==> config.mk <==
export PLATFORM = sky130hd
export DESIGN_NAME = adder_arbiter_flat
export DESIGN_NICKNAME = d
export VERILOG_FILES = /design/src/rtl/adder_arbiter_if.sv /design/src/rtl/adder_arbiter.sv /design/src/flat_wrapper.sv
export SDC_FILE = /design/constraint.sdc
export NUM_CORES = 1
export LEC_CHECK = 0
export ABC_AREA = 0
export CORE_MARGIN = 2
export CORE_UTILIZATION = 43
export DETAILED_ROUTE_END_ITERATION = 12
export HOLD_SLACK_MARGIN = 0.1
export PLACE_DENSITY_LB_ADDON = 0.2
export SYNTH_ARGS = -nofsm -noshare
export SYNTH_HDL_FRONTEND = slang
export SYNTH_HIERARCHICAL = 1
export SYNTH_SLANG_ARGS = --single-unit
==> constraint.sdc <==
create_clock -name clk -period 2.7 [get_ports clk]
set_input_delay 0.81 -clock clk [delete_from_list [all_inputs] [get_ports clk]]
set_output_delay 0.81 -clock clk [all_outputs]
set_load 0.01 [all_outputs]
==> src/rtl/adder_arbiter_if.sv <==
// Request/response bundle between two operand producers and adder_arbiter.
// master = producer/consumer side, slave = arbiter side.
interface adder_arbiter_if;
    logic       req0_valid;
    logic [5:0] req0_a;
    logic [5:0] req0_b;
    logic       req0_ready;
    logic       req1_valid;
    logic [5:0] req1_a;
    logic [5:0] req1_b;
    logic       req1_ready;
    logic       rsp_valid;
    logic [5:0] rsp_sum;
    logic       rsp_id;
    logic       rsp_ovf;
    logic       rsp_ready;

    modport master (
        output req0_valid, req0_a, req0_b,
        input  req0_ready,
        output req1_valid, req1_a, req1_b,
        input  req1_ready,
        input  rsp_valid, rsp_sum, rsp_id, rsp_ovf,
        output rsp_ready
    );

    modport slave (
        input  req0_valid, req0_a, req0_b,
        output req0_ready,
        input  req1_valid, req1_a, req1_b,
        output req1_ready,
        output rsp_valid, rsp_sum, rsp_id, rsp_ovf,
        input  rsp_ready
    );
endinterface

==> src/rtl/adder_arbiter.sv <==
// Two-requester arbiter sharing one adder6b; IDLE/ADD/RESP sequencing.
// Define ADDARB_OVF_EN to build the registered carry-out on rsp_ovf.
module adder6b (
    input  logic [5:0] a,
    input  logic [5:0] b,
    output logic [5:0] sum,
    output logic       cout
);
    logic [6:0] full;

    assign full = {1'b0, a} + {1'b0, b};
    assign sum  = full[5:0];
    assign cout = full[6];
endmodule

module adder_arbiter #(
    parameter int RR_EN = 1
) (
    input logic            clk,
    input logic            rst_n,
    adder_arbiter_if.slave bus
);
    localparam logic [1:0] IDLE = 2'd0;
    localparam logic [1:0] ADD  = 2'd1;
    localparam logic [1:0] RESP = 2'd2;

    logic [1:0] state;
    logic [5:0] op_a;
    logic [5:0] op_b;
    logic       op_id;
    logic       last_id;
    logic [5:0] sum_q;
    logic       id_q;

    logic [5:0] add_sum;
    logic       add_cout;

    logic       any_req;
    logic       both_req;
    logic       gnt_id;
    logic       grant;

    adder6b u_add (
        .a    (op_a),
        .b    (op_b),
        .sum  (add_sum),
        .cout (add_cout)
    );

    // Tie goes to the requester that did not win last (RR) or to 0 (fixed).
    always_comb begin
        both_req = bus.req0_valid & bus.req1_valid;
        any_req  = bus.req0_valid | bus.req1_valid;
        if (both_req) begin
            gnt_id = (RR_EN != 0) ? ~last_id : 1'b0;
        end else begin
            gnt_id = ~bus.req0_valid;
        end
        grant = rst_n & (state == IDLE) & any_req;
    end

    assign bus.req0_ready = grant & ~gnt_id;
    assign bus.req1_ready = grant & gnt_id;
    assign bus.rsp_valid  = (state == RESP);
    assign bus.rsp_sum    = sum_q;
    assign bus.rsp_id     = id_q;

    always_ff @(posedge clk) begin
        if (!rst_n) begin
            state   <= IDLE;
            op_a    <= '0;
            op_b    <= '0;
            op_id   <= 1'b0;
            last_id <= 1'b1;
            sum_q   <= '0;
            id_q    <= 1'b0;
        end else begin
            unique case (state)
                IDLE: begin
                    if (grant) begin
                        op_a    <= gnt_id ? bus.req1_a : bus.req0_a;
                        op_b    <= gnt_id ? bus.req1_b : bus.req0_b;
                        op_id   <= gnt_id;
                        last_id <= gnt_id;
                        state   <= ADD;
                    end
                end
                ADD: begin
                    sum_q <= add_sum;
                    id_q  <= op_id;
                    state <= RESP;
                end
                RESP: begin
                    if (bus.rsp_ready) begin
                        state <= IDLE;
                    end
                end
                default: state <= IDLE;
            endcase
        end
    end

`ifdef ADDARB_OVF_EN
    logic ovf_q;

    always_ff @(posedge clk) begin
        if (!rst_n) begin
            ovf_q <= 1'b0;
        end else if (state == ADD) begin
            ovf_q <= add_cout;
        end
    end

    assign bus.rsp_ovf = ovf_q;
`else
    logic unused_cout;

    assign unused_cout = add_cout;
    assign bus.rsp_ovf = 1'b0;
`endif
endmodule

==> src/flat_wrapper.sv <==
// flat-port wrapper written by rule: the top's interface ports become plain ports
module adder_arbiter_flat 
#(
    parameter int RR_EN = 1
)
  (clk, rst_n, bus_req0_valid, bus_req0_a, bus_req0_b, bus_req0_ready, bus_req1_valid, bus_req1_a, bus_req1_b, bus_req1_ready, bus_rsp_valid, bus_rsp_sum, bus_rsp_id, bus_rsp_ovf, bus_rsp_ready);
  adder_arbiter_if bus_i ();
  input logic clk;
  input logic rst_n;
  input wire logic [$bits(bus_i.req0_valid)-1:0] bus_req0_valid;
  input wire logic [$bits(bus_i.req0_a)-1:0] bus_req0_a;
  input wire logic [$bits(bus_i.req0_b)-1:0] bus_req0_b;
  output wire logic [$bits(bus_i.req0_ready)-1:0] bus_req0_ready;
  input wire logic [$bits(bus_i.req1_valid)-1:0] bus_req1_valid;
  input wire logic [$bits(bus_i.req1_a)-1:0] bus_req1_a;
  input wire logic [$bits(bus_i.req1_b)-1:0] bus_req1_b;
  output wire logic [$bits(bus_i.req1_ready)-1:0] bus_req1_ready;
  output wire logic [$bits(bus_i.rsp_valid)-1:0] bus_rsp_valid;
  output wire logic [$bits(bus_i.rsp_sum)-1:0] bus_rsp_sum;
  output wire logic [$bits(bus_i.rsp_id)-1:0] bus_rsp_id;
  output wire logic [$bits(bus_i.rsp_ovf)-1:0] bus_rsp_ovf;
  input wire logic [$bits(bus_i.rsp_ready)-1:0] bus_rsp_ready;
  assign bus_i.req0_valid = bus_req0_valid;
  assign bus_i.req0_a = bus_req0_a;
  assign bus_i.req0_b = bus_req0_b;
  assign bus_req0_ready = bus_i.req0_ready;
  assign bus_i.req1_valid = bus_req1_valid;
  assign bus_i.req1_a = bus_req1_a;
  assign bus_i.req1_b = bus_req1_b;
  assign bus_req1_ready = bus_i.req1_ready;
  assign bus_rsp_valid = bus_i.rsp_valid;
  assign bus_rsp_sum = bus_i.rsp_sum;
  assign bus_rsp_id = bus_i.rsp_id;
  assign bus_rsp_ovf = bus_i.rsp_ovf;
  assign bus_i.rsp_ready = bus_rsp_ready;
  adder_arbiter #(.RR_EN(RR_EN)) u_core (.clk(clk), .rst_n(rst_n), .bus(bus_i));
endmodule
==> flow_summary.ini <==
[outcome]
status = finished, final reports clean

[timing]
finClkSkew_ps = 6.72
rsz0062_at_grt = false
hold_violations = 0
fmax_mhz = 379
slew_viol_final = 0
fin_crit_ps = 2640
setup_violations = 0
min_period_over_period_pct = 97.8

[setup_path]
cp_slowest_cell = clkdlybuf4s50_1
cp-end-kind = output port
path_cells = clkdlybuf4s50_1 > or2_1 > and2_4 > o21a_1 > buf_6
slowest_delay_ps = 410
ff2ff_setup_slack_ps = 1000
start_kind = primary input
path_max_fanout = 2
worstPathRequired_ps = 1890
cp_top_family = buffers and inverters
critPathBufInv = 2
critical_path_class = primary input to output port
crit_arrival_ps = 1830

[routing]
antenna_left = 0
drt-wirelength-per-cell_um = 12.8
wl_um = 2720
drt_pass1_iterations = 4
drtIter0Drc = 15
drt_drc_violations_left = 0
num_vias = 1136
drt-vias-per-instance = 5.33

[clock_network]
clkTransAtPathRegs_ps = 120
numCtsBuffers = 3
cts_tree = yes
clock_path_buffers = 2
clkLatencyLatePin_ps = 300
htreeDepth = 1
clock-sinks = 23
root_buffer = clkbuf_4

[floorplanning]
core-area_mm2 = 0.00300
io_pins = 40
initial_core_util_pct = 44.2
die_w_um = 59.5
core.rowCount = 20
die-area_mm2 = 0.00354
die_y_um = 59.5

[final_layout]
drive_gt1_share_pct = 17.2
n_antenna_cell = 0
nets = 217
fin_util_pct = 60.1
fin_cells = 213
syn_to_final_growth_pct = 36.0

[placement]
place_congestion = 0.794
port_buffers = 38
hpwl_um = 2250
dp.cells = 209

[worst_hold_path]
min_path_type = flop to flop

[global_route]
antenna_found_initial = 0
grtUsageMet3_pct = 1.53
met1_usage_pct = 15.7
grt_max_degree = 25
grt_use_met2_pct = 30.8
grt.busiest_layer = met2
grt_usage_pct = 15.5
grt_pass1_vias = 1044
grt_pass1_wl_um = 4210
grt-ovfl-total = 0

[flow_run]
drv_cap = 0

[power]
p_clk_share_pct = 19.2
p_leak_uw = 0.000720
p_sw_uw = 226
ir_drop_mv = 0.194
p_per_area_mw_per_mm2 = 438
swShare_pct = 28.7
power.internal_uw = 563
comb_power_share_pct = 31.7
p_seq_share_pct = 49.2

[yosys]
synth_cells = 141
synth_nets = 177
synthesis.area_mm2 = 0.00133
synth_warnings = 6
syn_area_per_cell_um2 = 9.41
[worst paths after layout]
kind | start | endpoint | cells past startpoint
worst min register to register | u_core/bus.rsp_sum[0] | u_core/bus.rsp_sum[0] | 2
worst min-delay path | u_core/bus.rsp_sum[0] | u_core/bus.rsp_sum[0] | 2
worst max register to register | u_core/op_b[0] | u_core/bus.rsp_sum[4] | 8
worst max-delay path | bus_req1_valid | bus_req1_ready | 5
[area by class of cell]
type | count | area [um^2]
Timing Repair Buffer | 48 | 469
Inverter | 6 | 22.5
Sequential cell | 23 | 460
Clock inverter | 1 | 5.00
Tap cell | 33 | 41.3
Multi-Input combinational cell | 99 | 783
Clock buffer | 3 | 22.5
Fill cell | 291 | 1200
[cell usage in the layout, fill, tap and decap left out, drive strengths merged, types with 2 or more instances in the layout]
cell type	n
nor2	8
clkdlybuf4s50	34
nand2b	2
a21oi	18
ha	6
a311oi	12
nor2b	2
nand3b	12
o21ai	15
dfxtp	23
inv	6
xnor2	3
nor3b	2
buf	12
o21a	2
mux2i	7
clkbuf	3
[per-stage QoR]
stage / cell area [um^2] / TNS [ps] / total power (uW) / worst slack [ps] / hold slack [ps]
floorplan: 1330 / 0 / 550 / 215 / 461
global placement: 1760 / -937 / 638 / -474 / 472
detailed placement: 1760 / -1020 / 645 / -518 / 484
CTS: 1800 / 0 / 801 / 7.78 / 516
global route: 1800 / 0 / 835 / 5.26 / 553
finish: 1800 / 0 / 790 / 58.4 / 508
[flip-flops by register name (all words and copies together) (netlist names)]
register and flops:
u_core/bus.rsp_id 1, u_core/bus.rsp_sum 6, u_core/last_id 1, u_core/op_a 6, u_core/op_b 6, u_core/op_id 1, u_core/state 2
[tightest hold or removal path: cells and delay by family (launching register included)]
family | cells | cell delay, ps
AND/OR/NAND/NOR | 1 | 70
flip-flops | 1 | 350
multiplexers | 1 | 70
[repair_timing]
item | in CTS | in global routing
setup endpoints to repair | 2 | 1
setup buffers | 0 | 0
resized for setup | 12 | 2
hold buffers | 0 | 0
endpoints found under the hold margin | 0 | 0
pin swaps | 2 | 1
cloned | 0 | 0
[per-layer routing]
metal	vias up	part of all wire, %
li1	589	-
met1	518	44
met2	27	51
met3	2	4.2
met4	0	0.99
met5	-	0
[power groups by stage]
stage	sequential, uW	clock, uW	combinational, uW
floorplan	394	0	156
global placement	394	0	243
detailed placement	395	0	250
CTS	388	161	252
global route	392	171	272
finish	388	152	250
Power figures use the tool's default switching activity.
